[config.mk]
export PLATFORM = sky130hd
export DESIGN_NAME = instr_fetch_unit
export DESIGN_NICKNAME = d
export VERILOG_FILES = /design/src/rtl/instr_fetch_unit.sv
export SDC_FILE = /design/constraint.sdc
export NUM_CORES = 1
export LEC_CHECK = 0
export CORE_ASPECT_RATIO = 0.5
export CORE_UTILIZATION = 60
export DETAILED_ROUTE_END_ITERATION = 12
export DONT_BUFFER_PORTS = 1
export PLACE_DENSITY = 0.73
export SYNTH_ARGS = -nofsm -noshare
export SYNTH_HDL_FRONTEND = slang
export SYNTH_SLANG_ARGS = --single-unit
export TNS_END_PERCENT = 5
[constraint.sdc]
create_clock -name clk -period 4 [get_ports clk]
set_input_delay 0.8 -clock clk [delete_from_list [all_inputs] [get_ports clk]]
set_output_delay 0.8 -clock clk [all_outputs]
set_load 0.1 [all_outputs]
[src/rtl/instr_fetch_unit.sv]
// -----------------------------------------------------------------------------
// instr_fetch_unit
//
// Instruction fetch stage of the RV32I core. Owns the program counter, issues
// one word fetch at a time to instruction memory over a req/ack handshake and
// buffers returned words, tagged with their PC, in a small shift FIFO whose
// head feeds the decode stage. A taken branch (PCSrc on the consumed head)
// flushes the FIFO and redirects fetch to instr_pc + ImmExt. A request still
// in flight at redirect time is drained with its address held and its data
// discarded. A misaligned redirect target latches misalign_err and parks the
// unit in HALT until reset.
//
// Parameters:
//   RESET_PC     first fetch address after reset
//   DEPTH        FIFO entries (power of two, >= 2)
//
// Ports:
//   clk          core clock, rising edge
//   rst_n        asynchronous active-low reset
//   imem_req     fetch request, held until imem_ack
//   imem_addr    word address of the request, stable while imem_req=1
//   imem_ack     request complete, imem_rdata valid this cycle
//   imem_rdata   fetched instruction word
//   instr        FIFO head instruction
//   instr_pc     PC of FIFO head
//   instr_valid  FIFO non-empty and not halted
//   instr_ready  consumer takes the head this cycle when instr_valid=1
//   PCSrc        branch taken for the head being consumed
//   ImmExt       sign-extended branch offset for the head
//   misalign_err sticky flag: a redirect target was not word-aligned
// -----------------------------------------------------------------------------
module instr_fetch_unit #(
  parameter logic [31:0] RESET_PC = 32'h0000_0000,
  parameter int          DEPTH    = 32'sd2
) (
  input  logic        clk,
  input  logic        rst_n,
  output logic        imem_req,
  output logic [31:0] imem_addr,
  input  logic        imem_ack,
  input  logic [31:0] imem_rdata,
  output logic [31:0] instr,
  output logic [31:0] instr_pc,
  output logic        instr_valid,
  input  logic        instr_ready,
  input  logic        PCSrc,
  input  logic [31:0] ImmExt,
  output logic        misalign_err
);

  localparam int CW = $clog2(DEPTH + 32'sd1);
  typedef logic [CW-1:0] cnt_t;

  typedef enum logic [1:0] {
    ST_IDLE = 2'd0,
    ST_REQ  = 2'd1,
    ST_DROP = 2'd2,
    ST_HALT = 2'd3
  } state_t;

  // Registered state
  state_t      state_r;
  logic [31:0] fetch_pc_r;
  logic [31:0] addr_r;
  logic        req_r;
  logic        valid_r;
  logic        misalign_r;
  logic        halt_pend_r;
  cnt_t        count_r;
  logic [31:0] pc_q_r  [DEPTH];
  logic [31:0] ins_q_r [DEPTH];

  // Next-state values
  state_t      state_n_s;
  logic [31:0] fetch_pc_n_s;
  logic [31:0] addr_n_s;
  logic        req_n_s;
  logic        valid_n_s;
  logic        misalign_n_s;
  logic        halt_pend_n_s;
  cnt_t        count_n_s;
  logic [31:0] pc_q_n_s  [DEPTH];
  logic [31:0] ins_q_n_s [DEPTH];

  // Handshake decode
  logic        consume_s;
  logic        redirect_s;
  logic [31:0] target_s;
  logic        bad_tgt_s;
  logic        push_s;
  logic        pop_s;
  logic        space_s;
  cnt_t        wr_idx_s;

  assign consume_s  = valid_r & instr_ready;
  assign redirect_s = consume_s & PCSrc;
  assign target_s   = pc_q_r[0] + ImmExt;
  assign bad_tgt_s  = redirect_s & (target_s[1:0] != 2'b00);
  // Only an ack to a live (non-stale) request delivers data; a redirect in
  // the same cycle makes that word fall-through work, so it is dropped.
  assign push_s     = (state_r == ST_REQ) & imem_ack & ~redirect_s;
  assign pop_s      = consume_s & ~redirect_s;
  // After a pop the entries shift down one slot, so the free slot moves too.
  assign wr_idx_s   = count_r - (pop_s ? cnt_t'(1'b1) : cnt_t'(1'b0));
  assign space_s    = (count_n_s < cnt_t'(DEPTH));

  // FIFO occupancy and fetch PC update
  always_comb begin
    count_n_s     = count_r;
    fetch_pc_n_s  = fetch_pc_r;
    halt_pend_n_s = halt_pend_r | bad_tgt_s;
    misalign_n_s  = misalign_r | bad_tgt_s;
    if (redirect_s) begin
      count_n_s    = cnt_t'(1'b0);
      fetch_pc_n_s = target_s;
    end else begin
      count_n_s = count_r + (push_s ? cnt_t'(1'b1) : cnt_t'(1'b0))
                          - (pop_s  ? cnt_t'(1'b1) : cnt_t'(1'b0));
      fetch_pc_n_s = push_s ? (fetch_pc_r + 32'd4) : fetch_pc_r;
    end
  end

  // FIFO storage: shift on pop, write returned word into the first free slot
  always_comb begin
    pc_q_n_s  = pc_q_r;
    ins_q_n_s = ins_q_r;
    for (int i = 32'sd0; i < DEPTH - 32'sd1; i++) begin
      pc_q_n_s[i]  = pop_s ? pc_q_r[i + 32'sd1]  : pc_q_r[i];
      ins_q_n_s[i] = pop_s ? ins_q_r[i + 32'sd1] : ins_q_r[i];
    end
    for (int i = 32'sd0; i < DEPTH; i++) begin
      pc_q_n_s[i]  = (push_s && (cnt_t'(i) == wr_idx_s)) ? addr_r     : pc_q_n_s[i];
      ins_q_n_s[i] = (push_s && (cnt_t'(i) == wr_idx_s)) ? imem_rdata : ins_q_n_s[i];
    end
  end

  // Fetch FSM next state and next registered outputs
  always_comb begin
    state_n_s = state_r;
    case (state_r)
      ST_IDLE: begin
        if (bad_tgt_s) begin
          state_n_s = ST_HALT;
        end else if (space_s) begin
          state_n_s = ST_REQ;
        end else begin
          state_n_s = ST_IDLE;
        end
      end
      ST_REQ: begin
        if (bad_tgt_s) begin
          // Outstanding request must still complete before parking.
          state_n_s = imem_ack ? ST_HALT : ST_DROP;
        end else if (redirect_s) begin
          // FIFO was just flushed, so space always exists for the target.
          state_n_s = imem_ack ? ST_REQ : ST_DROP;
        end else if (imem_ack) begin
          state_n_s = space_s ? ST_REQ : ST_IDLE;
        end else begin
          state_n_s = ST_REQ;
        end
      end
      ST_DROP: begin
        if (imem_ack) begin
          if (halt_pend_n_s) begin
            state_n_s = ST_HALT;
          end else if (space_s) begin
            state_n_s = ST_REQ;
          end else begin
            state_n_s = ST_IDLE;
          end
        end else begin
          state_n_s = ST_DROP;
        end
      end
      ST_HALT: begin
        state_n_s = ST_HALT;
      end
      default: begin
        state_n_s = ST_IDLE;
      end
    endcase

    req_n_s   = (state_n_s == ST_REQ) || (state_n_s == ST_DROP);
    // A live request always targets fetch_pc; in DROP the stale address is
    // held so the memory sees a stable request until it acks.
    addr_n_s  = (state_n_s == ST_REQ) ? fetch_pc_n_s : addr_r;
    valid_n_s = (count_n_s != cnt_t'(1'b0)) && (state_n_s != ST_HALT);
  end

  // State and output registers
  always_ff @(posedge clk or negedge rst_n) begin
    if (!rst_n) begin
      state_r     <= ST_IDLE;
      fetch_pc_r  <= RESET_PC;
      addr_r      <= RESET_PC;
      req_r       <= 1'b0;
      valid_r     <= 1'b0;
      misalign_r  <= 1'b0;
      halt_pend_r <= 1'b0;
      count_r     <= cnt_t'(1'b0);
      for (int i = 32'sd0; i < DEPTH; i++) begin
        pc_q_r[i]  <= 32'h0000_0000;
        ins_q_r[i] <= 32'h0000_0000;
      end
    end else begin
      state_r     <= state_n_s;
      fetch_pc_r  <= fetch_pc_n_s;
      addr_r      <= addr_n_s;
      req_r       <= req_n_s;
      valid_r     <= valid_n_s;
      misalign_r  <= misalign_n_s;
      halt_pend_r <= halt_pend_n_s;
      count_r     <= count_n_s;
      for (int i = 32'sd0; i < DEPTH; i++) begin
        pc_q_r[i]  <= pc_q_n_s[i];
        ins_q_r[i] <= ins_q_n_s[i];
      end
    end
  end

  assign imem_req     = req_r;
  assign imem_addr    = addr_r;
  assign instr        = ins_q_r[0];
  assign instr_pc     = pc_q_r[0];
  assign instr_valid  = valid_r;
  assign misalign_err = misalign_r;

endmodule

; ---- Yosys cells after proc, flatten, opt, wreduce, memory -nomap -nowiden
; Cells that the tools add are included.
[word_totals]
ff_bits = 200
in_bits = 69
out_inout_bits = 99
word_cells = 62
[classes]
addsub = 5
n_lt_le_gt_ge = 1
n_eq_ne = 7
n_mux = 19
n_bitwise = 9
n_reduce_logical = 9
[op_table]
columns = operator, n
row1 = $mux W32, 6
row2 = $add A32 B3 Y32 const B, 1
row3 = $add A32 B32 Y32, 1
row4 = $mux W2, 7
row5 = $pmux W2 S4, 1
row6 = $and A1 B1 Y1, 6
row7 = $eq A2 B2 Y1 const B, 3
row8 = $reduce_bool A2 Y1, 3
row9 = $mux W1, 5
row10 = $eq A2 B1 Y1 const B, 2
row11 = $logic_not A2 Y1, 2
row12 = $logic_and A1 B1 Y1, 3
row13 = $add A2 B1 Y2, 1
row14 = $eq A1 B2 Y1 const A, 1
row15 = $lt A2 B2 Y1 const B, 1
row16 = $ne A2 B2 Y1 const B, 1
row17 = $or A1 B1 Y1, 2
row18 = $sub A2 B1 Y2, 1
row19 = $sub A2 B2 Y2, 1
row20 = $logic_or A1 B1 Y1, 1
row21 = $not A1 Y1, 1

; ---- Depth between registers and ports, before layout
[depth]
depth_word = 16
ltp_mapped = 17
mapped_depth_nobuf = 14

; ---- Worst setup path after synthesis
; No wires, ideal clock.
[synth_timing]
path_kind = register to register
startpoint = register valid_r (netlist: instr_valid)
endpoint = register addr_r[31] (netlist: imem_addr[31])
setup_ps = 126
t_arrival_ps = 3556
required_time_ps = 3874
slack_ps = 318
path_stages_with_launch = 16
n_path_buf = 3
synth_period_minus_slack_ps = 3682
path_cell_list = dfrtp_1 nand3b_1 inv_1 clkbuf_1 ha_1 inv_1 ha_1 xor2_1 xnor2_1 nor2_1 o31ai_1 a21o_1 nor2b_1 clkbuf_1 buf_2 mux2_2
[synth_between]
elab_chain_cells = 15
[synth_lines]
columns = item, line
row1 = "start, declared", 66  ; logic valid_r;
row2 = "start signal, assigned", 211  ; valid_r <= valid_n_s;
row3 = $and A1 B1 Y1 *, 95  ; assign consume_s = valid_r & instr_ready;
row4 = $and A1 B1 Y1, 96  ; assign redirect_s = consume_s & PCSrc;
row5 = $not A1 Y1, "101, 102"
row6 = $and A1 B1 Y1, 101  ; assign push_s = (state_r == ST_REQ) & imem_ack & ~redirect_s;
row7 = $mux W1, 117  ; count_n_s = count_r + (push_s ? cnt_t'(1'b1) : cnt_t'(1'b0))
row8 = $add A2 B1 Y2, 117
row9 = $sub A2 B1 Y2, 118  ; - (pop_s ? cnt_t'(1'b1) : cnt_t'(1'b0));
row10 = $mux W2 *, 113  ; if (redirect_s) begin
row11 = via count_n_s[1], 81  ; cnt_t count_n_s;
row12 = $lt A2 B2 Y1 *, 105  ; assign space_s = (count_n_s < cnt_t'(DEPTH));
row13 = $mux W1 *, "144, 158, 167"
row14 = $mux W1, 157  ; end else if (imem_ack) begin
row15 = $mux W2, 154  ; end else if (redirect_s) begin
row16 = $mux W2, 151  ; if (bad_tgt_s) begin
row17 = $pmux W2 S4 *, 140  ; case (state_r)
row18 = via state_n_s[0], 74  ; state_t state_n_s;
row19 = $eq A2 B1 Y1 *, 187  ; addr_n_s = (state_n_s == ST_REQ) ? fetch_pc_n_s : addr_r;
row20 = "end signal, assigned", 209  ; addr_r <= addr_n_s;
row21 = "end, declared", 64  ; logic [31:0] addr_r;
; Mark *: on every way through the listed nets, which the timed path passes. The rest lies on a longest branch.
; A chain may end at the register's enable or synchronous reset.

; ---- Worst setup path in the final report
[layout_timing]
startpoint = register state_r[1]
endpoint = register addr_r[25] (netlist: imem_addr[25])
[layout_between]
elab_chain_cells = 14
[layout_lines]
columns = item, line
row1 = "start, declared", 62  ; state_t state_r;
row2 = "start signal, assigned", 207  ; state_r <= state_n_s;
row3 = $eq A2 B1 Y1 *, 101
row4 = $and A1 B1 Y1 * (2 in a row), 101
row5 = $mux W1 *, 117
row6 = $add A2 B1 Y2 *, 117
row7 = $sub A2 B1 Y2 *, 118
row8 = $mux W2 *, 113
row9 = via count_n_s[1], 81
row10 = $lt A2 B2 Y1 *, 105
row11 = $mux W1 *, "144, 158, 167"
row12 = $mux W1, 157
row13 = $mux W2, 154
row14 = $mux W2, 151
row15 = $pmux W2 S4 *, 140
row16 = via state_n_s[0], 74
row17 = $eq A2 B1 Y1 *, 187
; Marks and branches as above.

==> flow_metrics.tcl <==
set metrics [dict create \
    worstSkewPairLatency_ns 0.43 \
    dieArea_um2 18300 \
    tns_ns 0 \
    clk_path_buf_depth 2 \
    num_vias 7683 \
    layout_commonest_cell "nand2_1" \
    syn_area_per_cell_um2 9.59 \
    grt_pass1_vias 7442 \
    tritoncts "yes" \
    core_um2 17400 \
    cts.sinks 200 \
    synth-main-ff-cell "dfrtp_1" \
    dr.pass1.iters 5 \
    grt_pass1_wl_mm 37.7 \
    path_class "reg2reg" \
    grt.total_usage_pct 26.5 \
    max_slew.worst_pin.slew_ns 1.03 \
    cts_made_buffers 17 \
    ctsResizeCount 0 \
    worstHoldPathType "in2async" \
    die_w_um 190 \
    cp-end-kind "flip-flop" \
    initial_core_util_pct 61.4 \
    fin_skew_ns 0.0108 \
    antenna_found_initial 0 \
    critPathMaxFanout 15 \
    num_io_pins 168 \
    nets 1154 \
    fin_crit_ns 3.24 \
    post-cts-setup-buffer-count 0 \
    grt-ovfl-total 0 \
    drive_above_1_share_pct 15.4 \
    n_antenna_cell 0 \
    fmax_ghz 0.308 \
    async_reset_ff_share_pct 100 \
    setup_viol 0 \
    drt_iter0_drc 517 \
    cpPeakStageDelay_ns 0.44 \
    netlist_top_cells_area "dfrtp_1 (47%), mux2_2 (7.9%), nand2_1 (7.4%), buf_4 (4.5%), ha_1 (4.1%)" \
    drc 0 \
    crit_top_cell "ha_1" \
    synthCells 1110 \
    drv_slew 0 \
    cts.clk_slew.worst_paths_ns 0.07 \
    mostFrequentLayoutCells "nand2_1 (211), dfrtp_1 (200), nor2_1 (99)" \
    die_y_um 96.2 \
    stdcell_area_um2 11200 \
    routed_wl_mm 23.9 \
    status "finished clean" \
    place.port_buffers 0 \
    slew_headroom_pct 31.4 \
    syn-num-nets 1215 \
    yosysWarnings 0 \
    synth_edf_count 0 \
    finalCritPeriodShare_pct 81.1 \
    finalHoldViolations 0 \
    area_delta_synth_final_pct 5.51 \
    dpl-instance-area_um2 10600 \
    path_cells "and3b_1, nand2_1, ha_1, inv_1, ha_1, xor2_1, xnor2_1, nor2_1, o31ai_1, a21o_1, nor2b_2, buf_4, mux2_2" \
    placementRows 34 \
    crit_required_ns 4.31 \
    ctsHoldBuffers 0 \
    worstPathArrival_ns 3.56 \
    cts_root_buffer "clkbuf_16" \
    avgViaCountPerCell 5.93 \
    rr_startpoint "state_r[1]" \
    seq_area_frac_synth_pct 47.0 \
    crit_start "state_r[1]" \
    syn_area_um2 10700 \
    reg2reg_slack_ns 0.76 \
    rsz0062_at_grt "no" \
    avgRoutedWirePerCell_um 18.4 \
    hpwlAfterDp_mm 16.0 \
    ant_nets 0 \
    slowest_stage "dfrtp_1" \
    netlist.area_leader.share_pct 47.0 \
    ys_ff_latch 200 \
    place_congestion 0.912 \
    synth_area_leader_cell "dfrtp_1" \
    ys_types 61 \
    cp-start-kind "flip-flop" \
    grt_max_degree 201 \
    htreeDepth 4 \
    cap_violations 0 \
]
[final timing paths]
kind	end	cells after the start
hold reg to reg	halt_pend_r	1
hold / removal	instr_pc[13]	0
min in group clk	halt_pend_r	1
setup / recovery	imem_addr[25]	13
max in group asynchronous	ins_q_r[7]	0
setup reg to reg	imem_addr[25]	13
[sequential cells by signal, indices dropped and copies added (netlist names)]
register / flops
instr_valid: 1
imem_addr: 32
instr_pc: 32
count_r: 2
pc_q_r: 32
halt_pend_r: 1
misalign_err: 1
instr: 32
state_r: 2
fetch_pc_r: 32
ins_q_r: 32
imem_req: 1
[metrics by stage]
| stage | util (%) | hold WS, ns | setup WS, ns | instances |
|---|---|---|---|---|
| after floorplan | - | 0.449 | 0.318 | 1110 |
| after global placement | 60.9 | 0.466 | 0.456 | 1264 |
| after detailed placement | 60.9 | 0.478 | 0.389 | 1264 |
| after CTS | 64.7 | 0.0427 | 0.742 | 1296 |
| after global routing | 64.7 | 0.0335 | 0.540 | 1296 |
| final | 64.7 | 0.0599 | 0.757 | 1296 |
[metal layers]
layer,global-route usage [%],routed length [um],part of all wire (%),up-vias
li1,-,-,-,3630
met1,36.5,11100,46,3819
met2,41.5,10800,45,213
met3,7.69,1730,7.3,21
met4,6.20,210,0.88,0
met5,0,0,0,-
[cells in the mapped netlist (all sizes together), types with 3 or more instances]
cell / instances
a21o: 13
a21oi: 46
a31o: 3
a31oi: 67
and3: 10
buf: 71
clkbuf: 48
dfrtp: 200
ha: 35
inv: 17
mux2: 85
mux2i: 6
nand2: 211
nand2b: 6
nand3: 18
nand4: 9
nor2: 99
nor3: 10
nor4: 3
o211ai: 5
o21a: 4
o21ai: 45
o221ai: 3
or2: 5
xnor2: 35
xor2: 24
[kinds of logic after synthesis]
| group | Yosys count | share of synthesized area (%) |
|---|---|---|
| adder cells (fa/ha/maj) | 36 | 4.30 |
| AO/OA/AOI/OAI | 201 | 11.8 |
| flip-flops | 200 | 47.0 |
| multiplexers | 91 | 9.55 |
| XOR/XNOR | 59 | 4.85 |
| AND/OR/NAND/NOR | 387 | 15.4 |
| buffers and inverters | 136 | 7.08 |
[final cells by class]
type	instances	area, um^2
inverter	17	63.8
timing repair buffer	39	318
multi-input combinational	774	4900
clock buffer	19	443
tap	234	293
clock inverter	13	216
fill	1388	6120
sequential	200	5000
[worst max-delay path: cells and delay by family, from the launching register on]
| family | cells | cell delay (ns) |
|---|---|---|
| and+or+nand+nor | 4 | 0.82 |
| adders and majority gates | 2 | 0.47 |
| DFF | 1 | 0.44 |
| AOI/OAI and AO/OA | 2 | 0.42 |
| muxes | 1 | 0.37 |
| xor gates and xnor gates | 2 | 0.30 |
| buffers and inverters | 2 | 0.30 |
Power is left out: the tool's default activity adds up to more than one toggle a clock period on the data nets, which glitch-free logic cannot reach.
